[src/rtl/orion_video_scan.sv]
// Orion-Pro raster timing generator, video-RAM fetch engine and RGBI pixel path.
// Optional border colour outside the active area: define VIDEO_BORDER_EN.
module orion_video_scan #(
   parameter int H_ACTIVE = 384,
   parameter int H_TOTAL  = 512,
   parameter int HS_START = 416,
   parameter int HS_LEN   = 32,
   parameter int V_ACTIVE = 256,
   parameter int V_TOTAL  = 312,
   parameter int VS_START = 272,
   parameter int VS_LEN   = 4
) (
   input  logic        i_clk,
   input  logic        i_reset,
   input  logic [4:0]  i_video_mode,
   input  logic [7:0]  i_screen_mode,
   input  logic [7:0]  i_colors,
   input  logic [3:0]  i_border,
   input  logic        i_int_en,
   input  logic        i_int_ack,
   output logic        o_rd_req,
   output logic [15:0] o_rd_addr,
   output logic        o_rd_plane,
   input  logic        i_rd_ack,
   input  logic [7:0]  i_rd_data,
   output logic [3:0]  o_rgbi,
   output logic        o_hs,
   output logic        o_vs,
   output logic        o_de,
   output logic        o_frame_end,
   output logic        o_int_n,
   output logic        o_underrun
);

   localparam int HW = $clog2(H_TOTAL);
   localparam int VW = $clog2(V_TOTAL);

   localparam logic [15:0] H_LAST  = 16'(H_TOTAL - 1);
   localparam logic [15:0] V_LAST  = 16'(V_TOTAL - 1);
   localparam logic [15:0] H_ACT   = 16'(H_ACTIVE);
   localparam logic [15:0] V_ACT   = 16'(V_ACTIVE);
   localparam logic [15:0] H_COL0  = 16'(H_TOTAL - 8);
   localparam logic [15:0] H_FLAST = 16'(H_ACTIVE - 8);
   localparam logic [15:0] HS_S    = 16'(HS_START);
   localparam logic [15:0] HS_E    = 16'(HS_START + HS_LEN);
   localparam logic [15:0] VS_S    = 16'(VS_START);
   localparam logic [15:0] VS_E    = 16'(VS_START + VS_LEN);

   typedef enum logic [1:0] {
      IDLE,
      RD0,
      RD1,
      DONE
   } fetch_state_t;

   logic [HW-1:0] hcnt;
   logic [HW-1:0] hcnt_nxt;
   logic [VW-1:0] vcnt;
   logic [VW-1:0] vcnt_nxt;
   logic [15:0]   h_w;
   logic [15:0]   v_w;
   logic [15:0]   hn_w;
   logic [15:0]   vn_w;

   logic          active;
   logic          hs_c;
   logic          vs_c;
   logic          frame_end_nxt;
   logic          irq_pend;

   fetch_state_t  state_q;
   fetch_state_t  state_d;
   logic          restart_q;
   logic          busy;
   logic          done;
   logic          slot_edge;
   logic          col0_slot;
   logic          fetch_go;
   logic [15:0]   row_c0_w;
   logic [5:0]    col_mid;
   logic [1:0]    scr_sel;
   logic [1:0]    scr_q;
   logic [15:0]   next_addr;
   logic [15:0]   addr_q;

   logic [7:0]    pix_buf;
   logic [7:0]    attr_buf;
   logic [7:0]    shift_q;
   logic [7:0]    attr_q;
   logic [1:0]    mode_q;
   logic [3:0]    pix_color;
   logic [3:0]    blank_color;
   logic          unused_ok;

   assign h_w  = 16'(hcnt);
   assign v_w  = 16'(vcnt);
   assign hn_w = 16'(hcnt_nxt);
   assign vn_w = 16'(vcnt_nxt);

   always_comb begin
      hcnt_nxt = hcnt + HW'(1);
      vcnt_nxt = vcnt;
      if (h_w == H_LAST) begin
         hcnt_nxt = '0;
         vcnt_nxt = (v_w == V_LAST) ? '0 : vcnt + VW'(1);
      end
   end

   assign active        = (h_w < H_ACT) && (v_w < V_ACT);
   assign hs_c          = (h_w >= HS_S) && (h_w < HS_E);
   assign vs_c          = (v_w >= VS_S) && (v_w < VS_E);
   assign frame_end_nxt = (hn_w == 16'd0) && (vn_w == V_ACT);

   // Each 8-clock slot fetches the byte shown in the following slot.
   assign slot_edge = (hcnt[2:0] == 3'd7);
   assign col0_slot = (hn_w == H_COL0);
   assign row_c0_w  = (vn_w == V_LAST) ? 16'd0 : vn_w + 16'd1;
   assign col_mid   = hn_w[8:3] + 6'd1;
   assign scr_sel   = col0_slot ? i_screen_mode[1:0] : scr_q;

   always_comb begin
      fetch_go = 1'b0;
      if (slot_edge) begin
         if (col0_slot)
            fetch_go = (row_c0_w < V_ACT);
         else
            fetch_go = (hn_w < H_FLAST) && (vn_w < V_ACT);
      end
   end

   always_comb begin
      next_addr = {~scr_sel, col_mid, vn_w[7:0]};
      if (col0_slot)
         next_addr = {~scr_sel, 6'd0, row_c0_w[7:0]};
   end

   assign busy = (state_q == RD0) || (state_q == RD1);
   assign done = (state_q == DONE);

   always_ff @(posedge i_clk) begin
      if (i_reset)
         state_q <= IDLE;
      else
         state_q <= state_d;
   end

   // A slot boundary always wins: a fetch still in flight is abandoned.
   always_comb begin
      state_d = state_q;
      if (slot_edge) begin
         state_d = (busy || !fetch_go) ? IDLE : RD0;
      end else begin
         unique case (state_q)
            IDLE: if (restart_q) state_d = RD0;
            RD0: begin
               if (i_rd_ack)
                  state_d = (i_video_mode[1:0] == 2'd2) ? RD1 : DONE;
            end
            RD1: if (i_rd_ack) state_d = DONE;
            default: state_d = state_q;
         endcase
      end
   end

   assign o_rd_req   = busy;
   assign o_rd_plane = (state_q == RD1);
   assign o_rd_addr  = addr_q;

   always_ff @(posedge i_clk) begin
      if (i_reset) begin
         restart_q  <= 1'b0;
         addr_q     <= '0;
         scr_q      <= '0;
         pix_buf    <= '0;
         attr_buf   <= '0;
         shift_q    <= '0;
         attr_q     <= '0;
         mode_q     <= '0;
         o_underrun <= 1'b0;
      end else begin
         restart_q <= slot_edge & busy & fetch_go;
         if (fetch_go)
            addr_q <= next_addr;
         if (slot_edge && col0_slot)
            scr_q <= i_screen_mode[1:0];
         if (!slot_edge && i_rd_ack) begin
            if (state_q == RD0) pix_buf <= i_rd_data;
            if (state_q == RD1) attr_buf <= i_rd_data;
         end
         if (slot_edge) begin
            shift_q <= done ? pix_buf : 8'h00;
            attr_q  <= done ? attr_buf : 8'h00;
            mode_q  <= i_video_mode[1:0];
            if (busy)
               o_underrun <= 1'b1;
         end else begin
            shift_q <= {shift_q[6:0], 1'b0};
         end
      end
   end

   always_comb begin
      pix_color = 4'h0;
      unique case (1'b1)
         (mode_q == 2'd1): pix_color = shift_q[7] ? i_colors[3:0] : i_colors[7:4];
         (mode_q == 2'd2): pix_color = shift_q[7] ? attr_q[3:0] : attr_q[7:4];
         default:          pix_color = shift_q[7] ? 4'hF : 4'h0;
      endcase
   end

`ifdef VIDEO_BORDER_EN
   assign blank_color = (hs_c || vs_c) ? 4'h0 : i_border;
   assign unused_ok   = ^{i_video_mode[4:2], i_screen_mode[7:2]};
`else
   assign blank_color = 4'h0;
   assign unused_ok   = ^{i_video_mode[4:2], i_screen_mode[7:2], i_border};
`endif

   always_ff @(posedge i_clk) begin
      if (i_reset) begin
         hcnt        <= '0;
         vcnt        <= '0;
         o_rgbi      <= 4'h0;
         o_hs        <= 1'b0;
         o_vs        <= 1'b0;
         o_de        <= 1'b0;
         o_frame_end <= 1'b0;
         irq_pend    <= 1'b0;
      end else begin
         hcnt        <= hcnt_nxt;
         vcnt        <= vcnt_nxt;
         o_de        <= active;
         o_hs        <= hs_c;
         o_vs        <= vs_c;
         o_rgbi      <= active ? pix_color : blank_color;
         o_frame_end <= frame_end_nxt;
         if (o_frame_end)
            irq_pend <= 1'b1;
         else if (i_int_ack || !i_int_en)
            irq_pend <= 1'b0;
      end
   end

   assign o_int_n = !(irq_pend && i_int_en);

endmodule
[config.mk]
export PLATFORM = sky130hd
export DESIGN_NAME = orion_video_scan
export DESIGN_NICKNAME = d
export VERILOG_FILES = /design/src/rtl/orion_video_scan.sv
export SDC_FILE = /design/constraint.sdc
export NUM_CORES = 1
export LEC_CHECK = 0
export ABC_CLOCK_PERIOD_IN_PS = 8000
export CAP_MARGIN = 25
export CORE_MARGIN = 2
export CORE_UTILIZATION = 54
export DETAILED_ROUTE_END_ITERATION = 6
export GPL_ROUTABILITY_DRIVEN = 1
export PLACE_DENSITY = 0.8
export RECOVER_POWER = 25
export SYNTH_ARGS = -nofsm -noshare
export SYNTH_HDL_FRONTEND = slang
export SYNTH_SLANG_ARGS = --single-unit
export TNS_END_PERCENT = 5
[constraint.sdc]
create_clock -name i_clk -period 8 [get_ports i_clk]
set_input_delay 1.6 -clock i_clk [delete_from_list [all_inputs] [get_ports i_clk]]
set_output_delay 1.6 -clock i_clk [all_outputs]
set_load 0.005 [all_outputs]
==> out/qor.csv <==
stage,metric,value,unit
yosys,"Primary FF master, synth",dfxtp_1,
clocking,"Setup Fix Bufs, Post-CTS",0,
global_routing,total global-route track usage,23.0,%
worst_setup_path,biggest fanout along the worst timing path,63,
global_routing,largest net degree at the start of global routing,64,
yosys,largest family of logic cells by synthesized area,simple AND/OR/NAND/NOR gates,
worst_setup_path,Arrival @ worst endpoint,5190,ps
outcome,status,"complete, but fails checks",
layout,fraction of layout cells with a size suffix above 1,5.75,%
timing,final setup TNS,0,ps
yosys,top cell type by total area after synthesis,dfxtp_1,
layout,Seq. cell area,0.00166,mm2
yosys,ys async rst share,0,%
timing,fin. max-slew vios,64,
route,via/cell ratio,5.96,
worst_setup_path,r2r endpoint,o_rd_addr[3]$_SDFFE_PP0P_,
route,drt pass-1 iters,5,
yosys,most area-consuming cells after synthesis,"dfxtp_1, a21oi_1, ha_1, nor2_1, nand3_1",
clocking,CTS Root Cell,clkbuf_8,
floorplanning,Die H,91.7,um
route,Routed Antenna Nets,0,
hold_path,HP Start,pix_buf[0]$_SDFFE_PP0P_,
global_routing,initial antenna violation count,0,
layout,fill cell count,640,
job,total of max-cap violations,1,
timing,fin crit share,62.1,%
timing,final worst setup slack,3040,ps
clocking,Max Buffers Root-to-Sink,2,
timing,Peak Freq,201,MHz
timing,RSZ-0062 raised after global routing,no,
route,Routed WL per cell,15.5,um
floorplanning,Rows,31,
floorplanning,core area,0.00737,mm2
yosys,Synth Area in Adders,4.51,%
route,DRC,0,
yosys,number of enable flip-flop cells after synthesis,0,
worst_setup_path,Reg2Reg Setup Slack,3420,ps
global_routing,vias in the first global route,3432,
global_routing,Congestion Overflow GR,0,
timing,Period minus WS final,4960,ps
timing,# setup viols final,0,
yosys,"Seq/Total Area, Yosys",40.0,%
yosys,XOR/XNOR Fraction of Synth Area,2.74,%
worst_setup_path,CP startpoint,i_reset,
power_and_ir_drop,total power draw,0.790,mW
worst_setup_path,path depth of the worst reg2reg path,12,
timing,Slew @ Worst Pin,2780,ps
power_and_ir_drop,Max rail drop VDD,0.000129,V
worst_setup_path,required time worst endpoint,8230,ps
outcome,failing checks,"capacitance limit, slew limit",
floorplanning,I/O pin count,66,
worst_setup_path,CP Capture Type,flop,
power_and_ir_drop,Leakage,1.63,nW
yosys,top cell type's share of synthesized area,40.0,%
hold_path,WHS Endpoint,pix_buf[0]$_SDFFE_PP0P_,
placement,DP Area,0.00464,mm2
global_routing,first-pass GRT wire length,15.9,mm
layout,most frequent cells in the layout,"dfxtp_1, nor2_1, clkdlybuf4s50_1",
layout,Inserted Diodes,0,
layout,"Area growth, synth to finish",15.8,%
floorplanning,DIE WIDTH,91.7,um
yosys,multiplexer area fraction after synthesis,1.69,%
layout,nets,570,
clocking,Worst-Skew Late Latency,340,ps
layout,post-layout util,65.3,%
yosys,Cell variety after synth,64,
yosys,Yosys Warn Count,0,
yosys,Gate Count Post-Synth,489,
placement,IO buf count,52,
yosys,Synth Area per Inst,8.50,um2
timing,Fin. Hold Viols,0,
clocking,clk slew on worst S/H paths,90,ps
worst_setup_path,RR Startpoint,hcnt[0]$_SDFF_PP0_,
placement,detailed-placement wirelength estimate,7.00,mm
floorplanning,Die Area,0.00842,mm2
hold_path,min-delay worst type,flop to flop,
clocking,Post-CTS Resized,0,
yosys,compound-cell area share of the yosys netlist,21.9,%
power_and_ir_drop,Power Density,164,mW/mm2
clocking,hold buffers post-CTS,0,
yosys,Mapped Nets,542,
timing,Max-slew headroom,-85.1,%
clocking,CTS tree,done,
timing,final worst clock skew,7.93,ps
layout,Multi-input gate area,0.00227,mm2
clocking,Num CTS Buffers,9,
placement,post-placement setup slack,3560,ps
yosys,Simple-Gate Fraction of Synth Area,23.8,%
yosys,Syn Std Cell Area,0.00416,mm2
route,final wirelength,9.61,mm
clocking,H-tree depth,3,
worst_setup_path,crit path kind,input port to flop,
clocking,Clock Sinks,83,
yosys,Seq cells post-synth,83,
placement,GPL Wtd Cong,0.958,
layout,"commonest non-fill, non-tap cell in the layout",dfxtp_1,
hold_path,Hold Path Stages,2,
worst_setup_path,CP startpoint kind,input port,
floorplanning,Initial Util,56.4,%
route,initial detailed-routing violation count,176,
route,via count,3699,
layout,final instance area,0.00482,mm2
## stage by stage
stage          hold WS (ps)  cells
2_1_floorplan           426    489
3_3_place_gp            432    605
3_5_place_dp            443    605
4_1_cts                 459    621
5_1_grt                 476    621
6_report                457    621
## power by group
group | leakage, nW | internal, mW | switching (mW)
logic | 0.890 | 0.0387 | 0.0489
registers | 0.669 | 0.423 | 0.00828
clock network | 0.0755 | 0.115 | 0.156
total | 1.63 | 0.577 | 0.213
## critical path, cell delays in order
cell and delay, ps:
buf_2 70, clkbuf_1 1960, inv_1 650, and3_1 610, a22o_1 280
## flip-flops by register name (all words and copies together), names as in the netlist, 4 cells and up
signal,cells
hcnt,9
attr_q,8
shift_q,8
o_rd_addr,16
vcnt,9
pix_buf,8
attr_buf,8
o_rgbi,4
## cells in the mapped netlist (all sizes together) (2+ instances only)
master and number:
nand2 38, nor3 12, a31o 3, nor2 48
buf 15, nand2b 4, a311oi 3, mux2i 7
o32ai 2, xnor2 7, nand4 6, a21oi 41
a22o 15, clkbuf 21, a211o 3, or3 4
ha 15, o21a 3, a211oi 4, and2 7
or4b 2, o31ai 2, and4 3, a31oi 6
a221o 2, o21ai 15, nor2b 3, inv 17
a221oi 2, nand3 34, a21o 8, nor4b 5
nand3b 3, nor3b 2, nand4b 2, xor2 6
o211ai 5, dfxtp 83, nor4 8, and3 5
a22oi 4, o22ai 2, a32oi 2
## final cells by class
type / count / area share, %
multi-input combinational: 353 / 47.2
inverter: 17 / 1.33
clock buffer: 10 / 2.65
tap: 99 / 2.57
sequential: 83 / 34.5
timing repair buffer: 53 / 10.8
clock inverter: 6 / 0.987
## cell families (layout without fill, tap and decap cells)
family          after synthesis  in the layout
simple gates                188            188
compound gates              130            130
flops                        83             83
buf+inv                      53             86
fa+ha+maj                    15             15
xor+xnor                     13             13
mux                           7              7
## worst max-delay path by stage
stage	endpoint	slack [ps]	depth (start not counted)
detailed placement	o_rd_addr[2]$_SDFFE_PP0P_	3560	12
global placement	o_rd_addr[3]$_SDFFE_PP0P_	3690	11
CTS	o_rd_addr[2]$_SDFFE_PP0P_	3530	12
floorplan	o_rd_addr[11]$_SDFFE_PP0P_	4680	14
finish	shift_q[7]$_SDFF_PP0_	3040	5
global route	shift_q[7]$_SDFF_PP0_	2670	5
## metal layers
metal	global-route usage, %	up-vias	part of all wire (%)
met5	0	-	0
met4	7.96	0	1.7
met3	3.45	15	5.3
met2	36.2	108	44
met1	32.1	1741	49
li1	-	1835	-
No activity file was read; power rests on OpenSTA's default activity.
